--- src/rtl/ccff_stream_loader.sv ---
// Config-chain writer: serialises cfg words into ccff_head and
// returns the bits leaving ccff_tail as readback words.
//
// Ports:
//   prog_clk, reset      clock, sync active-high reset
//   start                begin a load (IDLE only)
//   cfg_data/valid/ready bitstream words in, MSB first
//   rb_data/valid/ready  readback words out, first bit in MSB
//   ccff_head/ccff_tail  serial chain data out/in
//   chain_en             chain shifts at the end of this cycle
//   busy, done           status; done is a one-cycle pulse
module ccff_stream_loader #(
   parameter int CHAIN_LEN = 128,
   parameter int WORD_W    = 8
) (
   input  logic              prog_clk,
   input  logic              reset,
   input  logic              start,
   input  logic [WORD_W-1:0] cfg_data,
   input  logic              cfg_valid,
   output logic              cfg_ready,
   output logic [WORD_W-1:0] rb_data,
   output logic              rb_valid,
   input  logic              rb_ready,
   output logic              ccff_head,
   input  logic              ccff_tail,
   output logic              chain_en,
   output logic              busy,
   output logic              done
);

   localparam int NWORDS = (CHAIN_LEN + WORD_W - 1) / WORD_W;
   localparam int R      = CHAIN_LEN - (NWORDS - 1) * WORD_W;
   localparam int BCW    = $clog2(CHAIN_LEN + 1);
   localparam int WCW    = $clog2(NWORDS + 1);
   localparam int XCW    = $clog2(WORD_W + 1);

   localparam logic [BCW-1:0] BIT_LAST  = BCW'(CHAIN_LEN);
   localparam logic [WCW-1:0] WORDS_N   = WCW'(NWORDS);
   localparam logic [WCW-1:0] WORD_FIN  = WCW'(NWORDS - 1);
   localparam logic [XCW-1:0] W_FULL    = XCW'(WORD_W);
   localparam logic [XCW-1:0] W_REM     = XCW'(R);

   typedef enum logic [1:0] {
      S_IDLE,
      S_LOAD,
      S_DRAIN,
      S_DONE
   } state_t;

   state_t state;
   state_t state_nx;

   logic [WORD_W-1:0] tx_sr;
   logic [XCW-1:0]    tx_cnt;
   logic [WORD_W-1:0] rx_sr;
   logic [XCW-1:0]    rx_cnt;
   logic [BCW-1:0]    bit_cnt;
   logic [WCW-1:0]    word_cnt;
   logic              rb_last;

   logic              last_bit;
   logic              rx_full;
   logic              shift_en;
   logic              accept;
   logic              rb_take;
   logic              rb_load;
   logic [WORD_W-1:0] rx_aligned;

   assign last_bit = (bit_cnt == BIT_LAST);
   // final word may be short: it is full once the last chain bit is in
   assign rx_full  = (rx_cnt != '0) && ((rx_cnt == W_FULL) || last_bit);
   assign shift_en = (state == S_LOAD) && (tx_cnt != '0) &&
                     !rx_full && !last_bit;

   assign cfg_ready = (state == S_LOAD) && (tx_cnt == '0) &&
                      (word_cnt != WORDS_N);
   assign accept    = cfg_ready && cfg_valid;

   assign rb_take    = rb_valid && rb_ready;
   // handover and reload may share an edge
   assign rb_load    = rx_full && (!rb_valid || rb_ready);
   // left-align a short final word, low bits become 0
   assign rx_aligned = rx_sr << (W_FULL - rx_cnt);

   assign chain_en  = shift_en;
   assign ccff_head = shift_en & tx_sr[WORD_W-1];
   assign busy      = (state == S_LOAD) || (state == S_DRAIN);
   assign done      = (state == S_DONE);

   always_comb begin
      state_nx = state;
      unique case (state)
         S_IDLE:  if (start) state_nx = S_LOAD;
         S_LOAD:  if (last_bit) state_nx = S_DRAIN;
         S_DRAIN: if (rb_last && rb_take && !rx_full) state_nx = S_DONE;
         S_DONE:  state_nx = S_IDLE;
         default: state_nx = S_IDLE;
      endcase
   end

   always_ff @(posedge prog_clk) begin
      if (reset) begin
         state    <= S_IDLE;
         tx_sr    <= '0;
         tx_cnt   <= '0;
         rx_sr    <= '0;
         rx_cnt   <= '0;
         bit_cnt  <= '0;
         word_cnt <= '0;
         rb_last  <= 1'b0;
         rb_data  <= '0;
         rb_valid <= 1'b0;
      end else begin
         state <= state_nx;
         if (state == S_IDLE && start) begin
            tx_cnt   <= '0;
            rx_cnt   <= '0;
            bit_cnt  <= '0;
            word_cnt <= '0;
            rb_last  <= 1'b0;
         end else begin
            if (accept) begin
               tx_sr    <= cfg_data;
               tx_cnt   <= (word_cnt == WORD_FIN) ? W_REM : W_FULL;
               word_cnt <= word_cnt + 1'b1;
            end else if (shift_en) begin
               tx_sr  <= {tx_sr[WORD_W-2:0], 1'b0};
               tx_cnt <= tx_cnt - 1'b1;
            end

            if (shift_en) begin
               rx_sr   <= {rx_sr[WORD_W-2:0], ccff_tail};
               rx_cnt  <= rx_cnt + 1'b1;
               bit_cnt <= bit_cnt + 1'b1;
            end else if (rb_load) begin
               rb_data <= rx_aligned;
               rx_cnt  <= '0;
               rb_last <= last_bit;
            end

            if (rb_load) begin
               rb_valid <= 1'b1;
            end else if (rb_take) begin
               rb_valid <= 1'b0;
            end
         end
      end
   end

endmodule

--- config.mk ---
export PLATFORM = sky130hd
export DESIGN_NAME = ccff_stream_loader
export DESIGN_NICKNAME = d
export VERILOG_FILES = /design/src/rtl/ccff_stream_loader.sv
export SDC_FILE = /design/constraint.sdc
export NUM_CORES = 1
export LEC_CHECK = 0
export ABC_CLOCK_PERIOD_IN_PS = 5000
export CAP_MARGIN = 15
export CORE_MARGIN = 2
export CORE_UTILIZATION = 49
export CTS_CLUSTER_DIAMETER = 60
export DETAILED_ROUTE_END_ITERATION = 12
export PLACE_DENSITY = 0.81
export REMOVE_ABC_BUFFERS = 1
export SKIP_LAST_GASP = 1
export SLEW_MARGIN = 15
export SYNTH_ARGS = -nofsm -noshare
export SYNTH_HDL_FRONTEND = slang
export SYNTH_SLANG_ARGS = --single-unit
--- constraint.sdc ---
create_clock -name prog_clk -period 5 [get_ports prog_clk]
set_input_delay 1.5 -clock prog_clk [delete_from_list [all_inputs] [get_ports prog_clk]]
set_output_delay 1.5 -clock prog_clk [all_outputs]
set_load 0.05 [all_outputs]
# Word level (Yosys, flattened, before mapping)
# Index checks and enable logic that the tools add are counted.
[op_classes]
add_sub_neg = 5
n_eq_ne = 9
shift = 1
n_mux = 12
bitwise_logic = 3
reduce_logical = 33
[ops]
columns = ["op", "count"]
rows = [
  ["two-way mux 4 bit", 4],
  ["two-way mux 8 bit", 2],
  ["logical AND 1 bit", 12],
  ["adder 8 x 1 -> 8 bit (second input constant)", 1],
  ["equality test 8 bit (second input constant)", 1],
  ["one-hot mux 2 bit (4 select lines)", 1],
  ["AND reduction 2 bit", 4],
  ["nonzero test 4 bit", 2],
  ["<< shifter 8 x 4 -> 8 bit", 1],
  ["two-way mux 2 bit", 3],
  ["AND reduction 3 bit", 2],
  ["nonzero test 2 bit", 3],
  ["adder 5 x 1 -> 5 bit (second input constant)", 1],
  ["!= test 5 bit (second input constant)", 1],
  ["adder 4 x 1 -> 4 bit (second input constant)", 1],
  ["equality test 2 bit (second input constant)", 2],
  ["equality test 4 bit (second input constant)", 1],
  ["logical NOT 4 bit", 1],
  ["!= test 2 bit (second input constant)", 2],
  ["subtractor 4 x 1 -> 4 bit (second input constant)", 1],
  ["subtractor 4 bit (first input constant)", 1],
  ["logical NOT 1 bit", 3],
  ["logical OR 1 bit", 3],
  ["OR reduction 3 bit", 1],
  ["other kinds (7)", 9],
]
[totals]
ff_bits = 49
input_bits = 14
out_inout_bits = 14
elab_cells = 74

# Logic depth before layout (Yosys ltp)
# Gate-level depths: netlist of the first run.
[depth]
ltp_word = 8
ltp_mapped = 9
mapped_depth_nobuf = 8

# Least setup slack after synthesis of the first run
# OpenSTA, ideal clock, no wires.
[synth_path]
path_kind = "register to output"
from = "reg rx_cnt[0]"
to = "out ccff_head"
arrival_time_ns = 2.170
required_time_ns = 3.500
path_slack_ns = 1.330
stages_incl_launch_ff = 8
n_path_buf = 2
path_cell_list = "dfxtp_1 -> clkbuf_1 -> clkinv_1 -> ha_1 -> nand3b_1 -> and3_1 -> buf_4 -> and3_1"
[synth_via]
elab_chain_cells = 7
word_cells_on_any_way = 8
classes_between = "1 x eq/ne; 1 x bitwise; 6 x reduce/logical"
[synth_rtl]
columns = ["item", "line_no", "source"]
rows = [
  ["start, declared", "57", "logic [XCW-1:0] rx_cnt;"],
  ["start signal, assigned", "134", "rx_cnt <= rx_cnt + 1'b1;"],
  ["equality test 4 bit", "72", "assign rx_full = (rx_cnt != '0) && ((rx_cnt == W_FULL) || last_bit);"],
  ["logical OR 1 bit", "72", ""],
  ["logical AND 1 bit (*)", "72", ""],
  ["logical NOT 1 bit (*)", "74", "!rx_full && !last_bit;"],
  ["logical AND 1 bit (*)", "73", "assign shift_en = (state == S_LOAD) && (tx_cnt != '0) &&"],
  ["logical AND 1 bit (*)", "74", ""],
  ["AND 1 bit (*)", "87", "assign ccff_head = shift_en & tx_sr[WORD_W-1];"],
  ["end, declared", "25", "output logic ccff_head,"],
]
# Every way passes the cells marked *; elsewhere a longest branch is shown, timed or not.

# Final worst setup path of the first run
[layout_path]
from = "reg rx_cnt[0]"
to = "out chain_en"
[layout_via]
elab_chain_cells = 6
word_cells_on_any_way = 7
classes_between = "1 x eq/ne; 6 x reduce/logical"
[layout_rtl]
columns = ["item", "line_no", "source"]
rows = [
  ["equality test 4 bit", "72", ""],
  ["logical OR 1 bit", "72", ""],
  ["logical AND 1 bit (*)", "72", ""],
  ["logical NOT 1 bit (*)", "74", ""],
  ["logical AND 1 bit (*)", "73", ""],
  ["logical AND 1 bit (*)", "74", ""],
  ["end, declared", "27", "output logic chain_en,"],
]
# Marks and branches as above.

==> results of run 1 <==
## sequential cells by signal, indices dropped and copies added (netlist names)
register / flops
rx_cnt: 4
bit_cnt: 8
tx_cnt: 4
rb_valid: 1
rx_sr: 8
rb_data: 8
tx_sr: 8
word_cnt: 5
state: 2
rb_last: 1
## routing by layer
layer	global-route usage	wire, um
met1	0.2244	2334
met2	0.2982	2460
met3	0.05095	194
met4	0.08000	89
met5	0	0
## kinds of logic (layout without fill, tap and decap cells)
logic type / Yosys count / in the layout
AND/OR/NAND/NOR: 122 / 122
adder cells (fa/ha/maj): 13 / 13
multiplexers: 33 / 33
XOR/XNOR: 16 / 16
AO/OA/AOI/OAI: 32 / 32
flip-flops: 49 / 49
buffers and inverters: 20 / 49
## synth_stat cells, types with 2 or more instances
| library cell | count | share of area |
|---|---|---|
| a211oi_1 | 2 | 0.0058 |
| a21oi_1 | 15 | 0.029 |
| a221oi_1 | 2 | 0.0068 |
| and3_1 | 5 | 0.012 |
| clkbuf_1 | 6 | 0.0087 |
| dfxtp_1 | 49 | 0.38 |
| ha_1 | 13 | 0.063 |
| inv_1 | 9 | 0.013 |
| mux2_2 | 8 | 0.035 |
| mux2i_1 | 24 | 0.093 |
| nand2_1 | 28 | 0.041 |
| nand2b_1 | 4 | 0.0097 |
| nand3_1 | 12 | 0.023 |
| nand3b_1 | 6 | 0.017 |
| nand4_1 | 5 | 0.012 |
| nand4bb_1 | 2 | 0.0087 |
| nor2_1 | 35 | 0.051 |
| nor2b_1 | 4 | 0.0097 |
| nor3_1 | 7 | 0.014 |
| nor3b_1 | 2 | 0.0058 |
| nor4_1 | 2 | 0.0049 |
| o21ai_0 | 3 | 0.0058 |
| o21ai_1 | 4 | 0.0078 |
| or3_4 | 2 | 0.0087 |
| or3b_2 | 2 | 0.0068 |
| xnor2_1 | 5 | 0.017 |
| xor2_1 | 11 | 0.037 |
## placed cells by master, fill, tap and decap left out, types with 5 or more instances in the layout
cell             instances
xor2_1                  11
nand3b_1                 6
nand4_1                  5
mux2i_1                 24
nor3_1                   7
nor2_1                  35
dfxtp_1                 49
clkbuf_8                 7
nand2_1                 28
clkdlybuf4s50_1         27
mux2_2                   8
a21oi_1                 15
xnor2_1                  5
inv_1                    9
and3_1                   5
ha_1                    13
nand3_1                 12
## final cells by class
cell class / instances / area share
Timing Repair Buffer: 30 / 0.09693
Inverter: 11 / 0.01367
Clock inverter: 1 / 0.001657
Clock buffer: 7 / 0.03190
Tap cell: 70 / 0.02900
Sequential cell: 49 / 0.3248
Multi-Input combinational cell: 216 / 0.5021
## metrics by stage
stage / instance area, um^2 / total power, mW / hold WS [ps] / util / worst slack, ps
final: 3020 / 0.9990 / 456.0 / 0.5914 / 394.9
after global routing: 3020 / 1.049 / 490.2 / 0.5914 / 101.5
after CTS: 3020 / 1.006 / 457.6 / 0.5914 / 392.0
after detailed placement: 2919 / 0.7552 / 445.9 / 0.5715 / 727.8
after global placement: 2919 / 0.7478 / 438.7 / 0.5715 / 838.3
after floorplan: 2539 / 0.6681 / 451.5 / - / 1386
## tightest hold or removal path, cell delays in order (launching register included)
cell,delay (ps)
dfxtp_1,320
nand2_1,50
a21oi_1,50
## worst paths after layout
check / slack (ps) / from / end
min reg2reg: 460 / rb_data[3]$_SDFFE_PP0P_ / rb_data[3]$_SDFFE_PP0P_
max reg2reg: 2510 / rx_cnt[0]$_SDFFE_PP0P_ / rb_data[5]$_SDFFE_PP0P_
max: 390 / rx_cnt[0]$_SDFFE_PP0P_ / chain_en
min: 460 / rb_data[3]$_SDFFE_PP0P_ / rb_data[3]$_SDFFE_PP0P_
## power by group
part | total, mW | internal (mW) | switching, mW
registers | 0.425 | 0.408 | 0.0175
clock network | 0.253 | 0.125 | 0.128
logic | 0.321 | 0.125 | 0.195
==> results.txt, run 1 <==
Status - complete, no violations
Largest family of logic cells by synthesized area - simple AND/OR/NAND/NOR gates
Grt total ovfl - 0
Clock Skew - 8.731 ps
Post-synth ARST share - 0
# hold bufs at CTS - 0
Sequential share of the synthesized area - 0.3806
Final setup fails - 0
Main synth FF type - dfxtp_1
Final non-filler cell total - 384
Antenna viol nets, final - 0
Final Net Count - 340
WHS Path Cells - 2
Post-Route WL - 5.079 mm
Final min period - 4605 ps
Syn Area/Cell - 9.044 um^2
Distinct cells, synth - 45
XOR/XNOR Fraction of Synth Area - 0.05437
Synth Warn # - 0
# port buffers - 27
Clock sinks - 49
CTS tree - done
Post-synthesis adder-cell area fraction - 0.06311
Synth Area in Simple Gates - 0.2500
Worst path depth - 7
Layout fillers - 457
Slew headroom - 0.5144
CTS Buf Count - 5
Post-CTS Setup Bufs - 0
CP cell instances - clkinv_1 -> ha_1 -> nand3b_1 -> and3_1 -> nand2_1 -> inv_2 -> clkdlybuf4s50_1
Synth Register Bits - 49
IO Count - 28
Core Footprint - 0.005107 mm^2
Clk buf depth - 2
Mapped Area - 0.002577 mm^2
Clock-pin transition on the worst setup and hold timing paths - 90 ps
Worst Path Required - 3500 ps
GR Util All Layers - 0.1825
P_leak - 1.182 nW
Period utilisation layout - 0.9210
Post-placement cell count - 376
Cell Pwr Density - 330.8 mW/mm^2
Unrepaired setup endpoints after global routing - no
DP HPWL - 3.686 mm
Area of the multi-input gates - 0.001516 mm^2
H-tree levels - 2
Antenna Diode Count - 0
Vias in the first global route - 1,948
First-pass GRT wire length - 8.735 mm
Worst vdd ir - 220.3 uV
Post-cts resize count - 0
Critical Path Start Type - flop
Avg WL per Cell - 13.23 um
Routed vias - 2,039
DIE HEIGHT - 76.53 um
Routability congestion estimate - 0.9200
Die Width - 76.53 um
Largest net degree at the start of global routing - 32
DRT Pass-1 Iters - 4
Area Growth Syn to Fin - 17.18%
Max Freq - 217.2 MHz
Buffers and inverters on the worst path - 3
Top delay family on crit path - buffers and inverters
Drt drc - 0
CP max FO - 12
Rows - 26
Slowest-stage cell, CP - clkdlybuf4s50_1
Crit path largest cell delay - 840 ps
Final Hold Viols - 0
Type of the most critical hold path - reg -> reg
CP Class - reg -> out
Max cap viols - 0
Setup TNS - 0 ps
Initial Utilization - 0.5047
Clk Latency, worst-skew pair - 310 ps
Initial antenna violation count - 0
Mux contribution to synthesized area - 0.1369
Post-Synthesis Cells - 285
Die ar. - 0.005856 mm^2
Slew @ Worst Pin - 728.4 ps
Post-synthesis compound-gate area fraction - 0.08398
Worst EP arrival - 3110 ps
CTS root buffer - clkbuf_8
EDFF count, synth - 0
Initial DRC Count - 85
R2R depth - 7
Crit. End Element - primary output
Register area - 980.9 um^2
Pins Over Slew Limit - 0
Via density - 5.310
Fraction of final layout cells sized beyond drive strength 1 - 0.1019
(Power assumes the default switching activity.)
==> run 2: changes to the inputs <==
--- a/config.mk
+++ b/config.mk
@@ -13,7 +13,7 @@
 export DETAILED_ROUTE_END_ITERATION = 12
 export PLACE_DENSITY = 0.81
 export REMOVE_ABC_BUFFERS = 1
-export SKIP_LAST_GASP = 1
+export SKIP_CTS_REPAIR_TIMING = 1
 export SLEW_MARGIN = 15
 export SYNTH_ARGS = -nofsm -noshare
 export SYNTH_HDL_FRONTEND = slang
==> results of run 2 <==
Final layout, timing and power as in run 1 (identical DEF).
==> run 3: changes to the inputs <==
--- a/config.mk
+++ b/config.mk
@@ -7,11 +7,11 @@
 export LEC_CHECK = 0
 export ABC_CLOCK_PERIOD_IN_PS = 5000
 export CAP_MARGIN = 15
-export CORE_MARGIN = 2
-export CORE_UTILIZATION = 49
+export CORE_MARGIN = 1
+export CORE_UTILIZATION = 50
 export CTS_CLUSTER_DIAMETER = 60
 export DETAILED_ROUTE_END_ITERATION = 12
-export PLACE_DENSITY = 0.81
+export PLACE_DENSITY = 0.82
 export REMOVE_ABC_BUFFERS = 1
 export SKIP_CTS_REPAIR_TIMING = 1
 export SLEW_MARGIN = 15
==> results.txt, run 3 (synthesis gave the netlist of run 1 again) <==
Type of the most critical hold path - reg -> reg
Slowest-stage cell, CP - clkdlybuf4s50_1
Routability congestion estimate - 0.8605
Unrepaired setup endpoints after global routing - no
IO Count - 28
Clock sinks - 49
CTS root buffer - clkbuf_8
Rows - 25
Final hold slack - 455.3 ps
# port buffers - 27
Vias in the first global route - 1,907
Fraction of final layout cells sized beyond drive strength 1 - 0.09904
Avg WL per Cell - 13.25 um
Power consumption - 1.017 mW
Worst Path Required - 3500 ps
CTS tree - done
H-tree levels - 2
CP Class - reg -> out
Initial DRC Count - 70
Initial antenna violation count - 0
DP HPWL - 3.702 mm
CP max FO - 12
P_leak - 1.182 nW
Layout fillers - 403
Place WS - 761.9 ps
Setup slack after layout - 412.3 ps
Cell Pwr Density - 336.9 mW/mm^2
Via density - 5.392
Status - complete, no violations
DIE HEIGHT - 73.80 um
Routed vias - 2,049
Pins Over Slew Limit - 0
Antenna Diode Count - 0
Post-Route WL - 5.034 mm
Most common cell after layout, fill and taps aside - dfxtp_1
DRT Pass-1 Iters - 4
Period utilisation layout - 0.9175
Clk Latency, worst-skew pair - 300 ps
Largest net degree at the start of global routing - 32
Worst vdd ir - 178.7 uV
Area after DPL - 0.002915 mm^2
Die Width - 73.80 um
CTS Buf Count - 5
Setup TNS - 0 ps
Clk buf depth - 2
First-pass GRT wire length - 8.521 mm
Initial Utilization - 0.5316
Commonest non-fill, non-tap cells in the layout - dfxtp_1, nor2_1, nand2_1
Core Footprint - 0.004848 mm^2
Clock-pin transition on the worst setup and hold timing paths - 80 ps
Area Growth Syn to Fin - 17.14%
Final min period - 4588 ps
GR Util All Layers - 0.2014
CP cell instances - clkinv_1 -> ha_1 -> nand3b_1 -> and3_1 -> buf_4 -> and3_1 -> clkdlybuf4s50_1
Antenna viol nets, final - 0
Die ar. - 0.005446 mm^2
Slew @ Worst Pin - 673.4 ps
Critical Path Start Type - flop
Crit. End Element - primary output
Final Net Count - 340
Top delay family on crit path - buffers and inverters
Final Hold Viols - 0
Max Freq - 218.0 MHz
Fin area - 0.003019 mm^2
Crit path largest cell delay - 800 ps
Cell mode on critical path - and3_1
Clock Skew - 5.084 ps
Buffers and inverters on the worst path - 3
Final setup fails - 0
Grt total ovfl - 0
Max cap viols - 0
Slew headroom - 0.5511
Worst EP arrival - 3090 ps
Drt drc - 0
run 3: cell types whose count changed in the layout (fill, tap and decap cells not counted), sizes merged:
| cell | previous run | this run |
|---|---|---|
| clkbuf | 7 | 5 |
| bufinv | 0 | 1 |
run 3: power by group:
group / leakage, nW / internal [mW] / switching (mW)
combinational: 0.733 / 0.126 / 0.197
sequential: 0.395 / 0.408 / 0.0177
clock: 0.0540 / 0.145 / 0.124
run 3: cell type report:
| cell class | count | area, um^2 | area share |
|---|---|---|---|
| well taps | 67 | 83.83 | 0.02777 |
| multi-input cells | 216 | 1516 | 0.5023 |
| repair buffers | 30 | 292.8 | 0.09697 |
| inverters | 11 | 41.29 | 0.01368 |
| flip-flops and latches | 49 | 980.9 | 0.3249 |
| clock buffers | 5 | 68.82 | 0.02279 |
| clock inverters | 2 | 35.03 | 0.01160 |
run 3: path summary, 6_finish.rpt:
check	depth (start not counted)	from	slack (ps)	end
worst max register to register	7	rx_cnt[0]$_SDFFE_PP0P_	2500	rb_data[3]$_SDFFE_PP0P_
worst min register to register	2	rb_data[2]$_SDFFE_PP0P_	460	rb_data[2]$_SDFFE_PP0P_
worst max-delay path	7	rx_cnt[0]$_SDFFE_PP0P_	410	ccff_head
worst min-delay path	2	rb_data[2]$_SDFFE_PP0P_	460	rb_data[2]$_SDFFE_PP0P_
run 3: worst min-delay path, stage by stage, from the launching register on:
cell and delay, ps:
dfxtp_1 310, nand2_1 50, a21oi_1 50
run 3: per-stage QoR:
stage	utilization	cells
global route	0.6227	380
floorplan	-	276
finish	0.6227	380
detailed placement	0.6013	373
global placement	0.6013	373
CTS	0.6227	380
run 3: routing by layer:
metal | routed length (um) | part of all wire | vias to the layer above | GRT usage
met4 | 55 | 0.011 | 0 | 0.05128
met2 | 2408 | 0.48 | 36 | 0.3415
met5 | 0 | 0 | - | 0
li1 | - | - | 1050 | -
met3 | 144 | 0.029 | 5 | 0.03704
met1 | 2426 | 0.48 | 958 | 0.2627
